## src/rtl/seq_shift_unit.sv

```systemverilog
// Multi-cycle WIDTH-bit shifter. An operand is captured on start, shifted one bit per clock,
// and presented on dout with a one-cycle done pulse.
//
//   state | meaning
//   IDLE  | waiting for start; dout holds the last result
//   SHIFT | one 1-bit shift per clock while the down-counter runs to terminal count
//   DONE  | result valid on dout, done pulse, return to IDLE next edge
module seq_shift_unit #(
  parameter int WIDTH = 8,
  parameter int AMT_W = 4
) (
  input  logic             clk,
  input  logic             rst,
  input  logic             start,
  input  logic [WIDTH-1:0] din,
  input  logic [AMT_W-1:0] amt,
  input  logic             lr,
  input  logic [1:0]       mode,
  output logic [WIDTH-1:0] dout,
  output logic             busy,
  output logic             done
);

  typedef enum logic [1:0] {
    IDLE  = 2'd0,
    SHIFT = 2'd1,
    DONE  = 2'd2
  } state_t;

  localparam logic [AMT_W-1:0] CNT_ONE  = AMT_W'(1);
  localparam logic [1:0]       MODE_ARI = 2'b01;
  localparam logic [1:0]       MODE_ROT = 2'b10;

  state_t           state, state_nxt;
  logic [WIDTH-1:0] sh_reg, sh_nxt, sh_one;
  logic [AMT_W-1:0] cnt, cnt_nxt;
  logic             lr_q, lr_nxt;
  logic [1:0]       mode_q, mode_nxt;

  // One-bit shift of the working register for the latched direction and mode.
  // Mode 11 falls through to logical; arithmetic left is the same as logical left.
  always_comb begin
    sh_one = sh_reg;
    if (!lr_q) begin
      if (mode_q == MODE_ROT) sh_one = {sh_reg[WIDTH-2:0], sh_reg[WIDTH-1]};
      else                    sh_one = {sh_reg[WIDTH-2:0], 1'b0};
    end else begin
      if (mode_q == MODE_ROT)      sh_one = {sh_reg[0], sh_reg[WIDTH-1:1]};
      else if (mode_q == MODE_ARI) sh_one = {sh_reg[WIDTH-1], sh_reg[WIDTH-1:1]};
      else                         sh_one = {1'b0, sh_reg[WIDTH-1:1]};
    end
  end

  // Next-state and datapath load/shift decisions.
  always_comb begin
    state_nxt = state;
    sh_nxt    = sh_reg;
    cnt_nxt   = cnt;
    lr_nxt    = lr_q;
    mode_nxt  = mode_q;
    case (state)
      IDLE: begin
        if (start) begin
          sh_nxt    = din;
          cnt_nxt   = amt;
          lr_nxt    = lr;
          mode_nxt  = mode;
          state_nxt = (amt == '0) ? DONE : SHIFT;
        end
      end
      SHIFT: begin
        sh_nxt  = sh_one;
        cnt_nxt = cnt - CNT_ONE;
        if (cnt == CNT_ONE) state_nxt = DONE;
      end
      DONE: begin
        state_nxt = IDLE;
      end
      default: begin
        state_nxt = IDLE;
      end
    endcase
  end

  // State and datapath registers; reset discards any operation in flight.
  always_ff @(posedge clk) begin
    if (rst) begin
      state  <= IDLE;
      sh_reg <= '0;
      cnt    <= '0;
      lr_q   <= 1'b0;
      mode_q <= 2'b00;
    end else begin
      state  <= state_nxt;
      sh_reg <= sh_nxt;
      cnt    <= cnt_nxt;
      lr_q   <= lr_nxt;
      mode_q <= mode_nxt;
    end
  end

  // Status outputs decode directly from the registered state.
  always_comb begin
    dout = sh_reg;
    busy = (state != IDLE);
    done = (state == DONE);
  end

endmodule

```

## config.mk

```make
export PLATFORM = sky130hd
export DESIGN_NAME = seq_shift_unit
export DESIGN_NICKNAME = d
export VERILOG_FILES = /design/src/rtl/seq_shift_unit.sv
export SDC_FILE = /design/constraint.sdc
export NUM_CORES = 1
export LEC_CHECK = 0
export CORE_MARGIN = 8
export CORE_UTILIZATION = 45
export CTS_CLUSTER_DIAMETER = 200
export DETAILED_ROUTE_END_ITERATION = 16
export PLACE_DENSITY_LB_ADDON = 0.08
export SYNTH_ARGS = -nofsm -noshare
export SYNTH_HDL_FRONTEND = slang
export SYNTH_SLANG_ARGS = --single-unit
```

## constraint.sdc

```tcl
create_clock -name clk -period 3.1 [get_ports clk]
set_input_delay 0.62 -clock clk [delete_from_list [all_inputs] [get_ports clk]]
set_output_delay 0.62 -clock clk [all_outputs]
set_load 0.005 [all_outputs]
```

### Word level (Yosys, flattened, before mapping)

Cells that the tools add are included.
W data, S select, Z words.

| word-level totals | value |
|---|---|
| flip-flop bits (word level) | 17 |
| output and inout bits | 10 |
| word-level logic and storage cells | 35 |

| operators by class | value |
|---|---|
| add/sub/neg operators | 1 |
| eq/ne operators | 8 |
| muxes and demuxes | 12 |
| reduce and logical (&&, ||, !) cells | 8 |

Operators by type and width:

| kind | number |
|---|---|
| $mux W8 | 4 |
| $pmux W8 S2 | 1 |
| $pmux W4 S2 | 1 |
| $mux W2 | 3 |
| $reduce_and A2 Y1 | 3 |
| $eq A2 B1 Y1 const B | 2 |
| $eq A2 B2 Y1 const B | 2 |
| $eq A4 B1 Y1 const B | 1 |
| $logic_not A4 Y1 | 1 |
| $mux W4 | 1 |
| $ne A2 B2 Y1 const B | 2 |
| $ne A4 B4 Y1 const B | 1 |
| $pmux W2 S2 | 1 |
| $reduce_bool A2 Y1 | 2 |
| $sub A4 B1 Y4 const B | 1 |
| $reduce_and A3 Y1 | 1 |
| $logic_not A2 Y1 | 1 |
| $mux W1 | 1 |

### Logic depth before layout (Yosys ltp)

| logic depth | value |
|---|---|
| word-level depth | 5 |
| depth in mapped cells | 5 |
| gate-level depth less buffers | 5 |

### Worst setup path after synthesis

No wires, ideal clock.

| path | value |
|---|---|
| path type | in2reg |
| start | input rst |
| end | register cnt[0] |
| setup time | 0.132 ns |
| arrival | 1.242 ns |
| path slack | 1.727 ns |
| stages on the path | 3 |
| buffers on the path | 2 |
| cell sequence | clkbuf_1 buf_1 nor3_1 |

RTL lines:

| element | line | source |
|---|---|---|
| from (decl) | 13 | `input logic rst,` |
| to (signal assigned) | 96 | `cnt <= cnt_nxt;` |
| to (decl) | 36 | `logic [AMT_W-1:0] cnt, cnt_nxt;` |

No word-level cell between the ends.

### Final worst setup path

| path | value |
|---|---|
| start | register state[0] |
| end | output busy |

| between the ends | value |
|---|---|
| longest elaborated chain between the ends | 1 |

RTL lines:

| element | line | source |
|---|---|---|
| from (decl) | 34 | `state_t state, state_nxt;` |
| from (signal assigned) | 94 | `state <= state_nxt;` |
| $reduce_bool A2 Y1 | 105 | `busy = (state != IDLE);` |
| to (decl) | 20 | `output logic busy,` |

No other way between the ends.

==> run metrics <==
post-DP HPWL 1902 um; worst slew pin tran 0.6908 ns; final worst path period need 2.419 ns; Worst Path Buf+Inv 2; number of fill cells in the layout 208; Starting DRT DRC Count 16; IO Count 28; Final Slew Violations 0; Hold Vio Cnt, Final 0; unrepaired setup endpoints after global routing false; Via density 5.656; CORE AREA 2212 um2; CTS hold repair buffers 0; Post-CTS Resized 0; initial cell density of the core 47.51%; share of layout cells above drive strength 1 17.42%; CP Capture Type output port; post-synth top area share 32.38%; Post-route DRC 0; CTS tree built; max-cap violations 0; Max-Slew Margin vs Limit 53.81%; sequential area share after synthesis 32.38%; nets@finish 153; clk slew on worst S/H paths 0.11 ns; Min-Delay Path Class reg -> reg; largest net degree at the start of global routing 19; Top Family by Delay on Critical Path buffers and inverters; Clock Sink Count 17; Area contributors post-synth dfxtp_1 (32%), a221oi_2 (8.6%), mux2_2 (6.4%); Async SR Flop Fraction 0%; Post-Route WL 2621 um; Setup CP Type reg -> out; pwr dens 463.4 nW/um2; Yosys top cell by area dfxtp_1; critical path launch point type flip-flop; global route total overflow 0; Syn Area/Cell 9.642 um2; DR vias 905; Ys Warns 0; antenna violations before repair 0; Mapped Cells 109; status complete, no violations; die span in x 64.33 um; Synth Flop Type dfxtp_1; Antenna Violating Nets Remaining 0; number of enable flip-flop cells after synthesis 0; worst skew pair latency 0.30 ns; Post-Route Setup TNS 0 ns; depth of the CTS H-tree 1; first-pass GRT wire length 4305 um; CP Max Fanout 13; number of synthesized register bits 17; vias in the first global route 881; port bufs 27; routed len/inst 16.38 um; post-synth cell types 41; CTS Buf Count 3; CP required 2.48 ns; TritonRoute pass-1 iters 4; antenna fix cells 0; Root Buffer clkbuf_4; crit-path max cell delay 0.67 ns; number of cell rows 17; die height 64.33 um; Syn Std Cell Area 1051 um2; area grow syn2layout 24.88%; Leak Pwr 0.4817 nW; critical path, cell by cell inv_2 -> nand2_1 -> clkdlybuf4s50_1; CP max stage cell dfxtp_1; CP Data Arrival Time 1.80 ns; Setup Fix Bufs, Post-CTS 0; Tcrit/Tclk final 78.04%; Clock Skew 0.001868 ns; Max clock buf depth 2; GRT Total Usage 12.66%; Core Util, Final 59.33%; placer congestion estimate 0.8198; final setup vio count 0; worst ir drop on vdd 0.3036 mV; max frequency 413.3 MHz; syn_nets 129; full die area 4138 um2
worst reg2reg max path, stage by stage (launching register included):
cell and delay [ns]:
dfxtp_1 0.67, and2b_1 0.51, nand3_1 0.13, a41o_1 0.23
synthesized netlist by cell type, types with 2 or more instances:
cell	number
a221oi_2	6
inv_1	5
ha_1	2
nor4_1	2
mux2_2	6
a211oi_1	2
o21ai_0	2
nand4b_1	2
nor3_1	7
nand2_1	3
dfxtp_1	17
nor2_1	13
mux2i_1	3
nand2b_1	4
a211oi_2	2
buf_6	5
a21oi_1	4
power by group:
| part | total (mW) | internal, mW | switching (mW) |
|---|---|---|---|
| clock | 0.131 | 0.0481 | 0.0828 |
| combinational | 0.194 | 0.109 | 0.0850 |
| sequential | 0.283 | 0.244 | 0.0386 |
state kept, by name, indices dropped and copies added (netlist names):
name and cells:
dout 8, cnt 4, mode_q 2, state 2, lr_q 1
logic make-up after synthesis:
kind of cell | Yosys count | synth area share [%]
simple gates | 40 | 22.50
compound gates | 27 | 24.53
flops | 17 | 32.38
buf+inv | 14 | 8.928
mux | 9 | 9.285
fa+ha+maj | 2 | 2.381
final timing paths:
check / start / end / slack (ns) / depth (start not counted)
setup / recovery: state[0]$_SDFFE_PP0P_ / busy / 0.68 / 3
hold / removal: dout[0]$_SDFFE_PP0P_ / dout[0]$_SDFFE_PP0P_ / 0.51 / 2
setup reg to reg: state[0]$_SDFFE_PP0P_ / dout[7]$_SDFFE_PP0P_ / 1.48 / 3
hold reg to reg: dout[0]$_SDFFE_PP0P_ / dout[0]$_SDFFE_PP0P_ / 0.51 / 2
layout by cell type, fill, tap and decap left out, types with 4 or more instances in the layout:
master,synthesis,final
dfxtp_1,17,17
nor3_1,7,7
nor2_1,13,13
clkdlybuf4s50_1,0,27
mux2_2,6,6
inv_1,5,5
a21oi_1,4,4
a221oi_2,6,6
nand2b_1,4,4
per-stage QoR:
step                worst slack (ns)  hold WS [ns]  power, mW  instances  instance area, um2
detailed placement            0.9243        0.4935     0.4829        156                1285
CTS                           0.6837        0.5121     0.6062        160                1313
finish                        0.6807        0.5130     0.6083        160                1313
global placement              0.9630        0.4905     0.4790        156                1285
floorplan                      1.727        0.4753     0.4132        109                1051
global route                  0.5748        0.5435     0.6408        160                1313
area by class of cell:
type	instances	area, um2	area share, %
repair buffers	27	270.3	20.59
well taps	28	35.03	2.669
inverters	6	22.52	1.716
clock buffers	3	22.52	1.716
clock inverters	1	5.005	0.3813
flip-flops and latches	17	340.3	25.93
multi-input cells	78	616.8	47.00
routing by layer:
layer	share of wire, %	track usage, %	wire [um]
met3	4.5	4.181	117
met1	48	15.97	1270
met2	46	19.38	1198
met4	1.3	4.905	35
met5	0	0	0
Note: power is estimated with default switching activity, not from simulation.
==> RTL edit 1 (same flow settings) <==
The parameter `WIDTH` goes from 8 to 12.
--- a/src/rtl/seq_shift_unit.sv
+++ b/src/rtl/seq_shift_unit.sv
@@ -6,7 +6,7 @@
 //   SHIFT | one 1-bit shift per clock while the down-counter runs to terminal count
 //   DONE  | result valid on dout, done pulse, return to IDLE next edge
 module seq_shift_unit #(
-  parameter int WIDTH = 8,
+  parameter int WIDTH = 12,
   parameter int AMT_W = 4
 ) (
   input  logic             clk,
Interface: changed (resized din and dout); port bits go from 28 to 36. No check against the original RTL was run, so the function may have changed too.
==> RTL edit 1 against the original RTL <==
Sequential cell count up 4. Wire length up 20%. Sequential power up 23%. Design area up 20%. Power up 19%. Synthesized area up 17%. Worst setup slack better by 0.091 ns. Combinational power up 24%. Clock skew up 0.0089 ns.
==> RTL edit 1: results (changes against the original RTL) <==
Power and ir drop
  – VDD IR max: 0.000285 V (-6.3%)
  – Leak pwr: 0.584 nW (+21%)

STA
  – Worst slew margin: 0.540 (+0.00244)
  – Clock skew: 0.0108 ns (+0.00892 ns)

Placement
  – Number of port buffers: 35 (+30%)
  – Placer Congestion: 0.829 (+1.1%)
  – Final HPWL DP: 2290 um (+21%)

Setup path
  – Max incr delay on CP: 0.71 ns (+0.04 ns)
  – Top delay family on crit path: flip-flops
  – CP max stage cell: dfxtp_1
  – Maximum fanout along the worst path: 16 (+3)

Clock tree
  – Clk buf depth: 2 (unchanged)
  – Post_cts resized: 0 (unchanged)
  – Clock buffer count from CTS: 3 (unchanged)
  – CTS root buf: clkbuf_4
  – H-Tree Depth: 1 (unchanged)
  – Setup bufs post-CTS: 0 (unchanged)
  – Reg clk slew, reported paths: 0.12 ns
  – Clock Latency Late Sink: 0.31 ns

GRT
  – Vias in the first global route: 1067 (+21%)
  – All-Layer GR Usage: 0.141 (+0.0146)
  – Largest net degree at the start of global routing: 17 (-2)
  – First-pass GRT wire length: 5070 um (+18%)
  – Initial antenna violation count: 0 (unchanged)

Final layout
  – Diodes inserted: 0 (unchanged)
  – Nets@finish: 183 (+20%)
  – Fraction of layout cells with a size suffix above 1: 0.158 (-0.0160)
  – Max FFs per register: 12 (+4)

Logic synthesis
  – Compound-cell area share of the yosys netlist: 0.217 (-0.0283)
  – Syn_nets: 152 (+18%)
  – Yosys cell types: 38 (-7.3%)
  – Adder-Cell Fraction of Synth Area: 0.0204 (-0.00344)
  – Synth cell count leaders: dfxtp_1 (21), nor2_1 (15), nor3_1 (12), a21oi_1 (8)
  – Ys async rst share: 0 (unchanged)
  – Syn. warnings: 0 (unchanged)
  – Seq/Total Area, Yosys: 0.342 (+0.0183)
  – Mux cell area share after synthesis: 0.131 (+0.0385)
  – Top cells by area, synth: dfxtp_1 (34%), a221oi_2 (6.1%), mux2_4 (6.1%), nor3_1 (4.9%), mux2_2 (4.6%)

Run status
  – Status: finished clean

Detailed routing
  – DR WL/cell: 16.6 um (+1.4%)
  – DRT iter0 DRCs: 66 (+50)
  – TritonRoute pass-1 iters: 4 (unchanged)
  – DR vias: 1084 (+20%)
  – # DRC: 0 (unchanged)
-- RTL edit 1: changes by cell type after synthesis, moves of 2 or more --
cell / unedited run / this run
nor2_1: 13 / 15
a221oi_1: 1 / 5
a21oi_1: 4 / 8
a211oi_2: 2 / 0
buf_4: 1 / 4
a211oi_1: 2 / 4
inv_1: 5 / 3
buf_6: 5 / 3
dfxtp_1: 17 / 21
nor3_1: 7 / 12
mux2_4: 0 / 5
-- RTL edit 1: path summary, 6_finish.rpt --
kind,slack (ns),depth (start not counted),end,start
worst max-delay path,0.77,2,busy,state[0]$_SDFFE_PP0P_
worst min-delay path,0.51,2,dout[0]$_SDFFE_PP0P_,dout[0]$_SDFFE_PP0P_
worst max register to register,1.31,3,dout[11]$_SDFFE_PP0P_,state[0]$_SDFFE_PP0P_
worst min register to register,0.51,2,dout[0]$_SDFFE_PP0P_,dout[0]$_SDFFE_PP0P_
-- RTL edit 1: logic make-up (layout without fill, tap and decap cells) --
family / after synthesis / count (layout)
buffers and inverters: 14 / 44
AO/OA/AOI/OAI: 30 / 30
flip-flops: 21 / 21
AND/OR/NAND/NOR: 48 / 48
multiplexers: 13 / 13
adder cells (fa/ha/maj): 2 / 2
-- RTL edit 1: area by class of cell --
type | instances | area (sq um)
clock buffers | 4 | 26.3
fillers | 255 | 1090
inverters | 4 | 15.0
multi-input cells | 93 | 717
flip-flops and latches | 21 | 420
well taps | 31 | 38.8
repair buffers | 36 | 358
-- RTL edit 1: per-layer routing --
metal  vias to the layer above  routed length (um)  track usage
met2                        23                1530        0.233
li1                        540                   -            -
met3                         4                 182       0.0344
met1                       517                1390        0.173
met5                         -                   0            0
met4                         0                  42       0.0537
-- RTL edit 1: power by group --
part           internal (W)  switching [W]  leakage (nW)
Sequential         0.000302      0.0000466         0.174
Combinational      0.000142      0.0000995         0.395
Clock             0.0000502      0.0000855        0.0150
Total              0.000494       0.000232         0.584
-- RTL edit 1: tightest hold or removal path: stages, from the launching register on --
cell and delay [ns]:
dfxtp_1 0.36, nand2_1 0.06, a21oi_1 0.05
-- RTL edit 1: stage by stage --
stage / power (W) / instances / hold slack [ns] / instance area [sq um] / setup WS, ns
finish: 0.000726 / 189 / 0.507 / 1580 / 0.771
global route: 0.000773 / 189 / 0.549 / 1580 / 0.636
CTS: 0.000733 / 189 / 0.514 / 1580 / 0.754
detailed placement: 0.000597 / 185 / 0.494 / 1550 / 0.998
global placement: 0.000591 / 185 / 0.488 / 1550 / 1.08
floorplan: 0.000501 / 128 / 0.475 / 1230 / 1.62
==> RTL edit 2 (same settings) <==
Made on the original files. Encoding of `state_t`: now one-hot (3 bits for 3 states).
--- a/src/rtl/seq_shift_unit.sv
+++ b/src/rtl/seq_shift_unit.sv
@@ -21,10 +21,10 @@
   output logic             done
 );
 
-  typedef enum logic [1:0] {
-    IDLE  = 2'd0,
-    SHIFT = 2'd1,
-    DONE  = 2'd2
+  typedef enum logic [2:0] {
+    IDLE  = 3'b001,
+    SHIFT = 3'b010,
+    DONE  = 3'b100
   } state_t;
 
   localparam logic [AMT_W-1:0] CNT_ONE  = AMT_W'(1);
Formal check against the unedited RTL: no difference found for any inputs over 10 cycles, from zero or initial values and one cycle with rst high; not proved beyond that.
==> RTL edit 2 against the original RTL <==
Sequential cell count up 1. Utilization grew 1.9 points. Sequential share of layout area is 0.69 points higher. Non-clock buffer count is 2 higher. Worst setup slack better by 0.19 ns. Design area grew 3.1%. Critical path depth is 1 lower. Power fell by 7.8%. Combinational power is 27% lower. Via count up 0.22%. Synthesized cell count grew 4.6%. Synthesized area grew 0.95%. Wire length down 6.5%.
==> RTL edit 2: results (changes against the original RTL) <==
Logic synthesis
  – Adder-Cell Fraction of Synth Area: 0.0236 (-0.000225)
  – Flops & latches, synth: 18 (+1)
  – Seq/Total Area, Yosys: 0.340 (+0.0158)
  – Syn_nets: 134 (+3.9%)
  – Synth cell count leaders: dfxtp_1 (18), nand2_1 (16), mux2i_1 (9), nor2_1 (8)
  – Compound-cell area share of the yosys netlist: 0.255 (+0.00948)
  – Mux cell area share after synthesis: 0.0955 (+0.00266)
  – Syn Area/Cell: 9.31 sq um (-3.5%)

Power and ir drop
  – VDD IR max: 0.000215 V (-29%)
  – Pwr dens: 414 nW/um^2 (-11%)

Placement
  – Final HPWL DP: 1810 um (-5.1%)
  – Placer Congestion: 0.754 (-8.1%)

GRT
  – Vias in the first global route: 952 (+8.1%)
  – First-pass GRT wire length: 4240 um (-1.6%)
  – Largest net degree at the start of global routing: 20 (+1)

Final layout
  – NonClk Buf Share: 0.211 (+0.00481)
  – Multi-input comb cells: 86 (+10%)
  – Non-CTS buffers: 29 (+7.4%)
  – Area of the multi-input gates: 629 sq um (+2.0%)
  – Logic inverters: 2 (-4)
  – Clock buf/inv share: 0.0268 (+0.00583)
  – Final Instance Count excl. Fillers: 167 (+4.4%)
  – Seq/total area: 0.266 (+0.00688)

Detailed routing
  – Vias per cell: 5.43 (-4.0%)
  – DRT iter0 DRCs: 52 (+36)

Setup path
  – CP max stage cell: clkdlybuf4s50_1
  – Maximum fanout along the worst path: 5 (-8)

STA
  – Clock skew: 0.000557 ns (-0.00131 ns)

Run status
  – Status: finished clean
RTL edit 2: changes by cell type in the layout (fill, tap and decap cells not counted), moves of 3 or more:
cell | unedited run | this run
mux2i_1 | 3 | 9
nand2_1 | 3 | 16
o21ai_1 | 0 | 5
o211ai_2 | 0 | 7
nor2_1 | 13 | 8
mux2_2 | 6 | 0
a21oi_2 | 1 | 7
a221oi_2 | 6 | 1
inv_1 | 5 | 2
nor3_1 | 7 | 2
RTL edit 2: logic make-up (layout without fill, tap and decap cells):
logic type               Yosys count  in the layout
buffers and inverters             10             35
AO/OA/AOI/OAI                     32             32
flip-flops                        18             18
AND/OR/NAND/NOR                   42             42
multiplexers                      10             10
adder cells (fa/ha/maj)            2              2
RTL edit 2: path summary, 6_finish.rpt:
| kind | startpoint | end | slack [ns] | cells after the start |
|---|---|---|---|---|
| setup / recovery | state[0]$_SDFFE_PP1P_ | busy | 0.87 | 2 |
| hold / removal | dout[3]$_SDFFE_PP0P_ | dout[3]$_SDFFE_PP0P_ | 0.52 | 2 |
| hold reg to reg | dout[3]$_SDFFE_PP0P_ | dout[3]$_SDFFE_PP0P_ | 0.52 | 2 |
| setup reg to reg | state[1]$_SDFFE_PP0P_ | cnt[1]$_SDFFE_PP0P_ | 1.51 | 5 |
RTL edit 2: metal layers:
| metal | GRT usage | share of wire | vias to the layer above |
|---|---|---|---|
| li1 | - | - | 460 |
| met1 | 0.131 | 0.45 | 425 |
| met2 | 0.211 | 0.48 | 18 |
| met3 | 0.0430 | 0.065 | 4 |
| met4 | 0.0572 | 0.011 | 0 |
| met5 | 0 | 0 | - |
RTL edit 2: worst register-to-register path: stages (launching register included):
cell,delay [ns]
dfxtp_1,0.36
nor3b_4,0.16
buf_4,0.21
nor2_2,0.45
a211oi_1,0.12
a211oi_2,0.21
